**src/rtl/mux2_arbiter_if.sv**
```systemverilog
// -----------------------------------------------------------------------------
// mux2_arbiter_if
//
// Purpose:
//   One valid/ready packet stream (beat payload plus end-of-packet flag).
//   The arbiter uses three of these: two upstream requesters and one
//   downstream output.
//
// Parameters:
//   WIDTH  payload width in bits (default 8)
//
// Signals:
//   valid  producer offers a beat
//   ready  consumer takes the beat this cycle when valid is also high
//   data   beat payload
//   last   beat is the final beat of its packet
//
// Modports:
//   master  producer side (drives valid/data/last, samples ready)
//   slave   consumer side (samples valid/data/last, drives ready)
// -----------------------------------------------------------------------------
interface mux2_arbiter_if #(
    parameter int WIDTH = 8
);
    logic             valid;
    logic             ready;
    logic [WIDTH-1:0] data;
    logic             last;

    modport master (
        output valid,
        output data,
        output last,
        input  ready
    );

    modport slave (
        input  valid,
        input  data,
        input  last,
        output ready
    );
endinterface

```
**src/rtl/mux2_arbiter.sv**
```systemverilog
// -----------------------------------------------------------------------------
// mux2_arbiter
//
// Purpose:
//   Two-input packet multiplexer with a one-entry registered output stage.
//   A requester wins the output for a whole packet; the grant is released
//   when its last beat is accepted. Ties in IDLE are resolved round-robin
//   (the requester not granted most recently wins; after reset requester 1
//   is favoured). Arbitration in IDLE is combinational so the first beat of
//   a packet is accepted in the cycle it is offered, and back-to-back packets
//   from both requesters alternate without an idle cycle.
//
// Build option:
//   MUX2_ARBITER_FIXED_PRIO_EN  when defined, ties always go to requester 1
//                               and no priority pointer is built.
//
// Parameters:
//   WIDTH   payload width (default 8)
//
// Ports:
//   clk     clock, rising edge
//   rst_n   asynchronous active-low reset
//   in1     requester 1 stream (slave):  valid, data, last in; ready out
//   in2     requester 2 stream (slave):  valid, data, last in; ready out
//   out     output stream (master): registered valid, data, last; ready in
//   select  current mux select, 0 = requester 1, 1 = requester 2
//           (meaningful while busy is high or in an accepting cycle)
//   busy    high while a multi-beat packet grant is held
// -----------------------------------------------------------------------------
module mux2_arbiter #(
    parameter int WIDTH = 8
) (
    input  logic                 clk,
    input  logic                 rst_n,
    mux2_arbiter_if.slave        in1,
    mux2_arbiter_if.slave        in2,
    mux2_arbiter_if.master       out,
    output logic                 select,
    output logic                 busy
);

    // -------------------------------------------------------------------------
    // State encoding
    // -------------------------------------------------------------------------
    typedef enum logic [1:0] {
        IDLE = 2'd0,
        GNT1 = 2'd1,
        GNT2 = 2'd2
    } state_t;

    state_t state_reg;
    state_t state_next;

    // -------------------------------------------------------------------------
    // Requesters gathered into index-addressable vectors (index 0 = in1,
    // index 1 = in2) so the grant logic can be written once for both.
    // -------------------------------------------------------------------------
    logic [1:0]       req_valid;
    logic [1:0]       req_last;
    logic [1:0]       req_ready;
    logic [WIDTH-1:0] req_data [2];

    assign req_valid   = {in2.valid, in1.valid};
    assign req_last    = {in2.last,  in1.last};
    assign req_data[0] = in1.data;
    assign req_data[1] = in2.data;

    assign in1.ready = req_ready[0];
    assign in2.ready = req_ready[1];

    // -------------------------------------------------------------------------
    // Output stage registers
    // -------------------------------------------------------------------------
    logic             out_valid_reg;
    logic [WIDTH-1:0] out_data_reg;
    logic             out_last_reg;

    // Select seen by the outside world when nothing is being granted.
    logic             sel_reg;

    // -------------------------------------------------------------------------
    // Grant decode
    // -------------------------------------------------------------------------
    logic             grant_active;  // some requester currently owns (or wins) the mux
    logic             grant_idx;     // which one: 0 = in1, 1 = in2
    logic             tie_pick;      // winner when both request in IDLE
    logic             can_load;      // output register can take a beat this cycle
    logic             accept;        // a beat moves from the granted input this cycle
    logic             accept_last;   // ...and it closes the packet
    logic [WIDTH-1:0] accept_data;

    // The output register is a one-entry pipeline stage: it can load when it
    // is empty or when its current beat leaves on this same edge.
    assign can_load = !out_valid_reg || out.ready;

`ifdef MUX2_ARBITER_FIXED_PRIO_EN
    // Fixed priority: requester 1 always wins a tie, no pointer state.
    assign tie_pick = 1'b0;
`else
    // Round-robin pointer: 0 favours requester 1, 1 favours requester 2.
    // Moves only when a packet completes, pointing away from its owner.
    logic prio_reg;
    logic prio_next;

    always_comb begin
        prio_next = prio_reg;
        if (accept && accept_last) begin
            prio_next = ~grant_idx;
        end
    end

    always_ff @(posedge clk or negedge rst_n) begin
        if (!rst_n) begin
            prio_reg <= 1'b0;
        end else begin
            prio_reg <= prio_next;
        end
    end

    assign tie_pick = prio_reg;
`endif

    // Grant owner: locked while in GNTn, decided combinationally in IDLE so
    // the first beat of a packet is taken without a bubble.
    always_comb begin
        grant_active = 1'b0;
        grant_idx    = 1'b0;
        unique case (state_reg)
            IDLE: begin
                grant_active = |req_valid;
                if (req_valid == 2'b11) begin
                    grant_idx = tie_pick;
                end else begin
                    // Single requester (or none, where the value is unused).
                    grant_idx = req_valid[1];
                end
            end
            GNT1: begin
                grant_active = 1'b1;
                grant_idx    = 1'b0;
            end
            GNT2: begin
                grant_active = 1'b1;
                grant_idx    = 1'b1;
            end
            default: begin
                grant_active = 1'b0;
                grant_idx    = 1'b0;
            end
        endcase
    end

    // Only the granted requester ever sees ready. Ready is forced low while
    // reset is asserted so no beat can slip in during reset.
    genvar gi;
    generate
        for (gi = 0; gi < 2; gi++) begin : g_ready
            assign req_ready[gi] = rst_n & grant_active & can_load
                                 & (grant_idx == 1'(gi));
        end
    endgenerate

    assign accept      = req_ready[grant_idx] & req_valid[grant_idx];
    assign accept_last = req_last[grant_idx];
    assign accept_data = req_data[grant_idx];

    // -------------------------------------------------------------------------
    // FSM: state register + next-state logic
    // -------------------------------------------------------------------------
    always_ff @(posedge clk or negedge rst_n) begin
        if (!rst_n) begin
            state_reg <= IDLE;
        end else begin
            state_reg <= state_next;
        end
    end

    always_comb begin
        state_next = state_reg;
        unique case (state_reg)
            IDLE: begin
                // A one-beat packet opens and closes on the same edge, so the
                // FSM stays in IDLE and re-arbitrates next cycle.
                if (accept && !accept_last) begin
                    state_next = grant_idx ? GNT2 : GNT1;
                end
            end
            GNT1, GNT2: begin
                // A requester that drops valid mid-packet keeps the grant.
                if (accept && accept_last) begin
                    state_next = IDLE;
                end
            end
            default: begin
                state_next = IDLE;
            end
        endcase
    end

    // -------------------------------------------------------------------------
    // Output register
    // -------------------------------------------------------------------------
    always_ff @(posedge clk or negedge rst_n) begin
        if (!rst_n) begin
            out_valid_reg <= 1'b0;
            out_data_reg  <= '0;
            out_last_reg  <= 1'b0;
        end else if (accept) begin
            out_valid_reg <= 1'b1;
            out_data_reg  <= accept_data;
            out_last_reg  <= accept_last;
        end else if (out.ready) begin
            // Beat leaves with nothing behind it; payload is left as is.
            out_valid_reg <= 1'b0;
        end
    end

    assign out.valid = out_valid_reg;
    assign out.data  = out_data_reg;
    assign out.last  = out_last_reg;

    // -------------------------------------------------------------------------
    // Select / busy
    // -------------------------------------------------------------------------
    always_ff @(posedge clk or negedge rst_n) begin
        if (!rst_n) begin
            sel_reg <= 1'b0;
        end else if (accept) begin
            sel_reg <= grant_idx;
        end
    end

    // Live grant while a packet is held or a beat is being accepted;
    // otherwise the last granted requester is shown.
    assign select = (accept || (state_reg != IDLE)) ? grant_idx : sel_reg;
    assign busy   = (state_reg != IDLE);

endmodule

```
**src/flat_wrapper.sv**
```systemverilog
// flat-port wrapper written by rule: the top's interface ports become plain ports
module mux2_arbiter_flat 
#(
    parameter int WIDTH = 8
)
  (clk, rst_n, select, busy, in1_valid, in1_data, in1_last, in1_ready, in2_valid, in2_data, in2_last, in2_ready, out_valid, out_data, out_last, out_ready);
  mux2_arbiter_if #(.WIDTH(WIDTH)) in1_i ();
  mux2_arbiter_if #(.WIDTH(WIDTH)) in2_i ();
  mux2_arbiter_if #(.WIDTH(WIDTH)) out_i ();
  input  logic clk;
  input  logic rst_n;
  output logic select;
  output logic busy;
  input wire logic [$bits(in1_i.valid)-1:0] in1_valid;
  input wire logic [$bits(in1_i.data)-1:0] in1_data;
  input wire logic [$bits(in1_i.last)-1:0] in1_last;
  output wire logic [$bits(in1_i.ready)-1:0] in1_ready;
  input wire logic [$bits(in2_i.valid)-1:0] in2_valid;
  input wire logic [$bits(in2_i.data)-1:0] in2_data;
  input wire logic [$bits(in2_i.last)-1:0] in2_last;
  output wire logic [$bits(in2_i.ready)-1:0] in2_ready;
  output wire logic [$bits(out_i.valid)-1:0] out_valid;
  output wire logic [$bits(out_i.data)-1:0] out_data;
  output wire logic [$bits(out_i.last)-1:0] out_last;
  input wire logic [$bits(out_i.ready)-1:0] out_ready;
  assign in1_i.valid = in1_valid;
  assign in1_i.data = in1_data;
  assign in1_i.last = in1_last;
  assign in1_ready = in1_i.ready;
  assign in2_i.valid = in2_valid;
  assign in2_i.data = in2_data;
  assign in2_i.last = in2_last;
  assign in2_ready = in2_i.ready;
  assign out_valid = out_i.valid;
  assign out_data = out_i.data;
  assign out_last = out_i.last;
  assign out_i.ready = out_ready;
  mux2_arbiter #(.WIDTH(WIDTH)) u_core (.clk(clk), .rst_n(rst_n), .in1(in1_i), .in2(in2_i), .out(out_i), .select(select), .busy(busy));
endmodule
```
**config.mk**
```make
export PLATFORM = sky130hd
export DESIGN_NAME = mux2_arbiter_flat
export DESIGN_NICKNAME = d
export VERILOG_FILES = /design/src/rtl/mux2_arbiter_if.sv /design/src/rtl/mux2_arbiter.sv /design/src/flat_wrapper.sv
export SDC_FILE = /design/constraint.sdc
export NUM_CORES = 1
export LEC_CHECK = 0
export CORE_ASPECT_RATIO = 0.6
export CORE_MARGIN = 5
export CORE_UTILIZATION = 39
export CTS_BUF_LIST = sky130_fd_sc_hd__clkbuf_8
export DETAILED_ROUTE_END_ITERATION = 10
export HOLD_SLACK_MARGIN = 0.08
export PLACE_DENSITY = 0.78
export SYNTH_ARGS = -nofsm -noshare
export SYNTH_HDL_FRONTEND = slang
export SYNTH_SLANG_ARGS = --single-unit
```
**constraint.sdc**
```tcl
create_clock -name clk -period 2 [get_ports clk]
set_input_delay 0.4 -clock clk [delete_from_list [all_inputs] [get_ports clk]]
set_output_delay 0.4 -clock clk [all_outputs]
set_load 0.005 [all_outputs]
```
# Word level (Yosys, flattened, before mapping)
# Cells that the tools add are included.
[classes] n_addsub=0 multipliers=0 div=0 order_cmp=2 n_eq_ne=5 shift=0 muxes=19 bitwise=7 reduce_logical=12
[op_table] operator="$mux W8" count=3
[op_table] operator="$mux W1" count=10
[op_table] operator="$mux W2" count=3
[op_table] operator="$and A1 B1 Y1" count=5
[op_table] operator="$eq A2 B2 Y1 const B" count=2
[op_table] operator="$ne A2 B1 Y1 const B" count=2
[op_table] operator="$pmux W1 S2" count=2
[op_table] operator="$pmux W2 S2" count=1
[op_table] operator="$reduce_bool A2 Y1" count=2
[op_table] operator="$reduce_or A2 Y1" count=2
[op_table] operator="$eq A2 B1 Y1 const B" count=1
[op_table] operator="$ge A2 B2 Y1 const B" count=1
[op_table] operator="$logic_and A1 B1 Y1" count=2
[op_table] operator="$logic_not A1 Y1" count=2
[op_table] operator="$logic_not A2 Y1" count=1
[op_table] operator="$logic_or A1 B1 Y1" count=2
[op_table] operator="$lt A1 B2 Y1 const B" count=1
[op_table] operator="$not A1 Y2" count=1
[op_table] operator="$reduce_and A2 Y1" count=1
[op_table] operator="$not A1 Y1" count=1
[word_totals] ff_bits=14 latch_bits=0 ramBits=0 romBits=0 out_inout_bits=14 elab_cells=51 mem_count=0

# Longest topological paths before layout
# Gate-level depths: netlist (run 1).
[depth] ltp_word=12 ltp_mapped=10 ltp_nobuf=7

# Worst setup path before layout (run 1)
# OpenSTA, ideal clock, no wires.
[synth_path] path_kind="register to output" from="register u_core.state_reg[0]" to="output port select" arrival_ns=1.764 t_required_ns=1.600 path_slack_ns=-0.164 path_stages_with_launch=10 cell_sequence="dfrtp_1 > inv_1 > ha_1 > buf_4 > o21ai_0 > o21ai_0 > or3b_1 > buf_6 > nand2_1 > mux2_2"
[synth_via] elab_chain_len=11 elab_cells_between_ends=19
[synth_lines] item="start: declaration" line="mux2_arbiter.sv:51" text="state_t state_reg;"
[synth_lines] item="start signal: assignment" line="mux2_arbiter.sv:174" text="state_reg <= state_next;"
[synth_lines] item="$eq A2 B1 Y1 / $eq A2 B2 Y1 (equally long branches)" line="mux2_arbiter.sv:128" text="unique case (state_reg)"
[synth_lines] item="$reduce_or A2 Y1 (no line)"
[synth_lines] item="$pmux W1 S2" line="mux2_arbiter.sv:128"
[synth_lines] item="$and A1 B1 Y1 (2 in a row)" line="mux2_arbiter.sv:158" text="assign req_ready[gi] = rst_n & grant_active & can_load"
[synth_lines] item="$and A1 B1 Y1" line="mux2_arbiter.sv:159" text="& (grant_idx == 1'(gi));"
[synth_lines] item="$mux W1 (implied by the code) (2 in a row)" line="mux2_arbiter.sv:163" text="assign accept = req_ready[grant_idx] & req_valid[grant_idx];"
[synth_lines] item="$and A1 B1 Y1" line="mux2_arbiter.sv:163"
[synth_lines] item="$logic_or A1 B1 Y1" line="mux2_arbiter.sv:235" text="assign select = (accept || (state_reg != IDLE)) ? grant_idx : sel_reg;"
[synth_lines] item="$mux W1 *" line="mux2_arbiter.sv:235"
[synth_lines] item="end: declaration" line="flat_wrapper.sv:12" text="output logic select;"
# Every way passes the cells marked *; elsewhere a longest branch is shown, timed or not. The select of a mux whose other input is x is not followed.

# Worst setup path in the final report (run 1)
# Same ends and word-level chain as after synthesis.

==> impl_summary.txt, run 1 <==
----------------------------------------------------
[STA]
  Worst clock skew ... 0.00403 ns
  Transition time of the tightest slew-check pin ... 0.239 ns
  Min cycle time layout ... 2.37 ns
  Total of endpoints with negative setup slack in the final report ... 10
  Fmax ... 422 MHz
  Setup ws final ... -0.371 ns
  Fraction of the cycle the final worst path needs ... 119%
  Setup TNS ... -1.30 ns
  Worst slew margin relative to its limit ... 83.9%
  Unrepaired setup endpoints after global routing ... yes
  Pins Over Slew Limit ... 0
  Count of endpoints failing hold in the final timing report ... 0

[Floorplan]
  Standard-cell rows ... 13
  Effective utilization at floorplan ... 40.2%
  Chip height ... 46.2 um
  Die X ... 70.3 um
  Floorplan core area ... 2110 um^2
  Ports ... 37
  Total Die Area ... 3250 um^2

[Route]
  Number of vias per cell after detailed routing ... 4.84
  Drt pass-1 iters ... 4
  DR vias ... 871
  Detailed Route Iter0 Violations ... 45
  Routed length per placed instance ... 14.6 um
  ANT nets after route ... 0
  Total detailed-routing wirelength ... 2.63 mm
  DRC errors left ... 0

[Synth]
  Dominant register cell in the synthesized netlist ... sky130_fd_sc_hd__dfrtp_1
  Post-Syn Area per Cell ... 9.45 um^2
  Sequential fraction of the synthesis area ... 41.2%
  Async S/R FF share, synth ... 100%
  YS warnings ... 0
  Post-Synthesis Cell Area ... 851 um^2
  Commonest cells post-synth ... 15 x sky130_fd_sc_hd__o21ai_0, 14 x sky130_fd_sc_hd__dfrtp_1, 13 x sky130_fd_sc_hd__nand2_1
  Largest area contributor in the synthesized netlist ... sky130_fd_sc_hd__dfrtp_1
  Flip-flop and latch count after synthesis ... 14
  Post-synth net total ... 116
  Post-synthesis cell count ... 90
  Number of enable flip-flop cells after synthesis ... 0
  Distinct cell type count after synthesis ... 28
  Leading cell type by number of instances after synthesis ... sky130_fd_sc_hd__o21ai_0
  Area contributors post-synth ... sky130_fd_sc_hd__dfrtp_1 41%, sky130_fd_sc_hd__mux2i_1 12%, sky130_fd_sc_hd__o21ai_0 8.8%, sky130_fd_sc_hd__nand2_1 5.7%, sky130_fd_sc_hd__ha_1 4.4%
  Fraction of post-synthesis cell area in the top cell type by area ... 41.2%

[Cells and area]
  Fill count ... 167
  Final #Nets ... 177
  Area overhead of the layout relative to synthesis ... 84.1%
  Share of post-route cells with drive strength above 1 ... 34.0%
  Count of non-filler cells in the finished layout ... 180
  Largest register FFs ... 8
  Antenna cell count ... 0
  Final core utilization ... 74.1%

[Critical path]
  Classification of the worst setup path ... register to primary output
  CP startpoint kind ... register
  Chain of cells forming the critical path ... inv_2 -> ha_4 -> o21ai_1 -> o21ai_1 -> or3b_4 -> nand2_2 -> mux2_4 -> buf_6
  Critical path's largest stage delay ... 0.41 ns
  Cell class contributing the biggest share of worst-path delay ... simple AND/OR/NAND/NOR gates
  Count of buffer and inverter cells on the critical path ... 2
  Element type at the critical path end ... primary output
  Crit Path Max Fanout ... 3
  Most frequent cell on the critical path ... sky130_fd_sc_hd__o21ai_1
  Required time of the critical path ... 1.60 ns
  WP data arrival ... 1.97 ns
  Critical-path top delay cell ... sky130_fd_sc_hd__dfrtp_1

[CTS]
  Number of hold buffers added after CTS ... 0
  TritonCTS buffer count ... 3
  Clock transition at the register clock pins on the worst setup and hold paths after CTS ... 0.06 ns
  H-tree levels ... 1
  TritonCTS clock tree ... built
  Maximum clock insertion buffer count ... 2
  Clock Root Buffer ... sky130_fd_sc_hd__clkbuf_8
  Clk_lat worst skew ... 0.25 ns
  Sinks on the clock net ... 14

[Flow run]
  Number of violations of the max-capacitance limit ... 0

[Power]
  Clock Power Share ... 11.4%
  Internal power of the cells ... 1.59 mW
  Switching power share of the total ... 35.4%
  Total net switching power ... 0.870 mW
  Peak supply drop ... 0.587 mV
  Overall power after layout ... 2.46 mW
  Lkg Pwr ... 0.749 nW
  Flop pwr share ... 21.0%
  Relative contribution of combinational cells to total power ... 67.6%
  Cell area power density ... 1570 nW/um^2

[Place]
  Instance count after placement with tap cells included ... 167
  Half-perimeter wire length after detailed placement ... 1.87 mm
  Routability cong. ... 0.802
  Pre-CTS worst setup slack ... -0.701 ns
  Count of buffers from port buffering ... 36

[Global routing]
  Congestion Overflow GR ... 0
  Pin count of the biggest net entering global routing ... 15
  Number of global-route vias before repair ... 887
  Number of antenna violations at the first check in global routing ... 0
  Total routing usage reported by global routing ... 17.5%
  Global-route wire length before repair ... 4.20 mm

[Outcome]
  Run status ... finished with violations
  Violated checks ... negative setup slack

[Worst hold path]
  Path category of the worst min-delay check ... register to register

----------------------------------------------------
-- tightest hold or removal path, delay by kind of cell, from the launching register on --
| family | cells | cell delay (ns) |
|---|---|---|
| AO/OA/AOI/OAI | 1 | 0.06 |
| flip-flops | 1 | 0.34 |
| AND/OR/NAND/NOR | 1 | 0.05 |
-- layout make-up --
cell class	instances	area (um^2)	share of cell area [%]
clock buffer	4	55.1	3.51
tap	30	37.5	2.40
inverter	7	26.3	1.68
timing repair buffer	61	586	37.4
sequential	14	352	22.4
multi-input combinational	64	510	32.6
-- power by group through the flow --
stage                     logic [mW]  clock network, mW  registers [mW]
after detailed placement        1.35                  0           0.503
after global routing            1.80              0.295           0.535
after floorplan                0.718                  0           0.501
after global placement          1.30                  0           0.497
final                           1.66              0.279           0.517
after CTS                       1.61              0.288           0.515
-- path summary, 6_finish.rpt --
path                                startpoint             endpoint  slack, ns  cells past startpoint
setup / recovery           u_core.state_reg[0]               select      -0.37                      8
hold / removal              u_core.out.data[7]   u_core.out.data[7]       0.48                      2
setup reg to reg           u_core.state_reg[0]  u_core.state_reg[0]      -0.24                     10
hold reg to reg             u_core.out.data[7]   u_core.out.data[7]       0.48                      2
max in group asynchronous                rst_n  u_core.state_reg[1]       1.29                      2
min in group asynchronous                rst_n      u_core.prio_reg       0.53                      2
-- repair_timing --
action | in CTS | in global routing
endpoints found under the setup margin | 6 | 9
cloned | 1 | 0
buffers inserted | 8 | 1
pin swaps | 6 | 3
resized for setup | 28 | 8
-- layout by cell type, fill, tap and decap left out, drive strengths merged, types with 4 or more instances in the layout --
cell and instances:
clkdlybuf4s50 31, buf 27, o21ai 15, dfrtp 14, nand2 13, mux2i 10
inv 7, clkbuf 4
-- layer usage --
| metal | GRT usage (%) | vias up | wire length [um] |
|---|---|---|---|
| li1 | - | 431 | - |
| met1 | 20.9 | 408 | 1190 |
| met2 | 29.2 | 28 | 1240 |
| met3 | 7.84 | 4 | 192 |
| met4 | 4.96 | 0 | 15 |
| met5 | 0 | - | 0 |
-- cells by family after synthesis --
logic type	Yosys count	share of synthesized area [%]
muxes	11	13.1
buffers and inverters	12	6.62
AOI/OAI and AO/OA	23	18.2
DFF	14	41.2
and+or+nand+nor	27	16.5
adders and majority gates	3	4.41
-- stage by stage --
| stage | hold slack [ns] | cell area (um^2) |
|---|---|---|
| after CTS | 0.484 | 1550 |
| after detailed placement | 0.473 | 1360 |
| final | 0.484 | 1570 |
| after global placement | 0.462 | 1360 |
| after global routing | 0.514 | 1570 |
| after floorplan | 0.104 | 876 |
Power figures use the tool's default switching activity.
==> run 2: changes to the inputs <==
- CELL_PAD_IN_SITES_DETAIL_PLACEMENT: not set -> 1
- CELL_PAD_IN_SITES_GLOBAL_PLACEMENT: not set -> 1
- CORE_UTILIZATION: 39 -> 28
- PLACE_DENSITY: 0.78 -> not set
- PLACE_DENSITY_LB_ADDON: not set -> 0.1
==> run 2 against run 1 <==
The flow still finishes with violations (negative setup slack). Clock skew is 0.0016 ns higher. Final area is 4.4% higher. Clock-buffer cell count stayed put. Clock power hardly changed. Critical path type unchanged. Critical endpoint unchanged.
==> impl_summary.txt, run 2 (synthesis gave the netlist of run 1 again) <==
----------------------------------------------------
[Outcome]
  Run status ... finished with violations
  Violated checks ... negative setup slack

[Worst hold path]
  Start point of the worst hold path ... u_core.out.data[5]
  Worst hold path cell count ... 2
  Worst Hold Endpoint ... u_core.out.data[5]
  Path category of the worst min-delay check ... register to register

[Floorplan]
  Ports ... 37
  Chip height ... 52.7 um
  Total Die Area ... 4280 um^2
  Effective utilization at floorplan ... 29.4%
  Floorplan core area ... 2890 um^2
  Die X ... 81.2 um
  Standard-cell rows ... 15

[Critical path]
  Startpoint of the lowest-slack register-to-register path ... u_core.state_reg[1]
  Cell class contributing the biggest share of worst-path delay ... simple AND/OR/NAND/NOR gates
  Critical-path top delay cell ... sky130_fd_sc_hd__dfrtp_2
  Crit Path Max Fanout ... 4
  Critical Path Start ... u_core.state_reg[1]
  Slack of the worst reg-to-reg path ... -0.23 ns
  Worst R2R Path Depth ... 7
  Required time of the critical path ... 1.60 ns
  Element type at the critical path end ... primary output
  WP data arrival ... 2.03 ns
  Count of buffer and inverter cells on the critical path ... 1
  Classification of the worst setup path ... register to primary output
  CP startpoint kind ... register
  Critical path's largest stage delay ... 0.46 ns
  Chain of cells forming the critical path ... ha_4 -> o21ai_0 -> or3b_4 -> nand2_2 -> mux2_4 -> buf_6
  Worst flop-to-flop path endpoint ... u_core.state_reg[0]

[Power]
  Overall power after layout ... 2.58 mW
  Peak supply drop ... 0.519 mV
  Lkg Pwr ... 0.762 nW
  Cell area power density ... 1580 nW/um^2

[CTS]
  Sinks on the clock net ... 14
  H-tree levels ... 1
  Number of hold buffers added after CTS ... 0
  Clock Root Buffer ... sky130_fd_sc_hd__clkbuf_8
  TritonCTS buffer count ... 3
  Clock transition at the register clock pins on the worst setup and hold paths after CTS ... 0.06 ns
  Clk_lat worst skew ... 0.24 ns
  Maximum clock insertion buffer count ... 2
  TritonCTS clock tree ... built

[Cells and area]
  Final core utilization ... 56.6%
  Largest register FFs ... 8
  Area overhead of the layout relative to synthesis ... 92.2%
  Most common cell after layout, fill and taps aside ... sky130_fd_sc_hd__clkdlybuf4s50_1
  Leading cell types in the layout, fill and taps excluded ... 30 x sky130_fd_sc_hd__clkdlybuf4s50_1, 27 x sky130_fd_sc_hd__buf_4, 12 x sky130_fd_sc_hd__o21ai_0, 12 x sky130_fd_sc_hd__nand2_1, 12 x sky130_fd_sc_hd__dfrtp_1
  Final #Nets ... 183
  Antenna cell count ... 0
  Share of post-route cells with drive strength above 1 ... 39.7%

[STA]
  Total of endpoints with negative setup slack in the final report ... 5
  Worst clock skew ... 0.00562 ns
  Fraction of the cycle the final worst path needs ... 122%
  Unrepaired setup endpoints after global routing ... yes
  Setup ws final ... -0.432 ns
  Worst slew margin relative to its limit ... 84.8%
  Fmax ... 411 MHz
  Transition time of the tightest slew-check pin ... 0.226 ns
  Count of endpoints failing hold in the final timing report ... 0
  Min cycle time layout ... 2.43 ns
  Setup TNS ... -0.909 ns
  Pins Over Slew Limit ... 0

[Place]
  Pre-CTS worst setup slack ... -0.718 ns
  Count of buffers from port buffering ... 36
  Half-perimeter wire length after detailed placement ... 2.17 mm
  Routability cong. ... 0.761

[Route]
  ANT nets after route ... 0
  DRC errors left ... 0
  Detailed Route Iter0 Violations ... 24
  Top routing layer used ... met4
  Total detailed-routing wirelength ... 3.07 mm
  Detail Route met2 WL ... 1.56 mm
  Routed metal-1 wirelength ... 1.33 mm
  Drt pass-1 iters ... 2
  DR vias ... 901
  Number of vias per cell after detailed routing ... 4.55
  Routed length per placed instance ... 15.5 um
  Routed length on met3 ... 149 um

[Global routing]
  Total routing usage reported by global routing ... 14.7%
  Pin count of the biggest net entering global routing ... 26
  Global-route wire length before repair ... 4.69 mm
  Congestion Overflow GR ... 0
  Number of antenna violations at the first check in global routing ... 0
  Number of global-route vias before repair ... 953

[Flow run]
  Number of violations of the max-capacitance limit ... 0

----------------------------------------------------
run 2: cell types whose count changed in the layout (fill, tap and decap cells not counted), moves of 2 or more:
| cell | change |
|---|---|
| sky130_fd_sc_hd__buf_6 | +2 |
| sky130_fd_sc_hd__inv_4 | +2 |
| sky130_fd_sc_hd__o21ai_1 | -3 |
| sky130_fd_sc_hd__inv_1 | -2 |
| sky130_fd_sc_hd__o21ai_0 | +3 |
| sky130_fd_sc_hd__buf_4 | +6 |
run 2: final cells by class:
class	instances	area [um^2]
fillers	342	1250
repair buffers	67	604
multi-input cells	64	539
flip-flops and latches	14	353
clock buffers	4	55.1
well taps	42	52.6
inverters	7	31.3
run 2: worst max-delay path by stage:
stage,endpoint,cells past startpoint
finish,select,6
global route,select,8
CTS,select,6
detailed placement,select,7
global placement,select,7
floorplan,select,9
run 2: per-stage QoR:
stage	instance area (um^2)	instances	hold WS (ns)
2_1_floorplan	876	90	0.104
3_3_place_gp	1410	183	0.463
3_5_place_dp	1410	183	0.471
4_1_cts	1580	196	0.484
5_1_grt	1640	198	0.509
6_report	1640	198	0.480
run 2: layer usage:
layer,GRT usage [%],vias up
met5,0,-
met4,1.69,0
met3,4.12,2
met2,27.8,23
met1,17.0,433
li1,-,443
run 2: worst register-to-register path, cell delays in order (launching register included):
cell and delay [ns]:
sky130_fd_sc_hd__dfrtp_2 0.46, sky130_fd_sc_hd__ha_4 0.19, sky130_fd_sc_hd__o21ai_0 0.21, sky130_fd_sc_hd__or3b_4 0.43, sky130_fd_sc_hd__buf_4 0.16, sky130_fd_sc_hd__buf_12 0.15, sky130_fd_sc_hd__o211a_1 0.11, sky130_fd_sc_hd__or4_1 0.40
run 2: report_power, final:
| group | switching (mW) | internal [mW] |
|---|---|---|
| combinational | 0.744 | 1.03 |
| sequential | 0.108 | 0.420 |
| clock | 0.103 | 0.174 |
| total | 0.956 | 1.62 |
run 2: timing repair:
item                       in CTS  in global routing
setup buffers                   9                  5
resized for setup              31                 15
setup endpoints to repair       6                  8
pin swaps                       6                  9
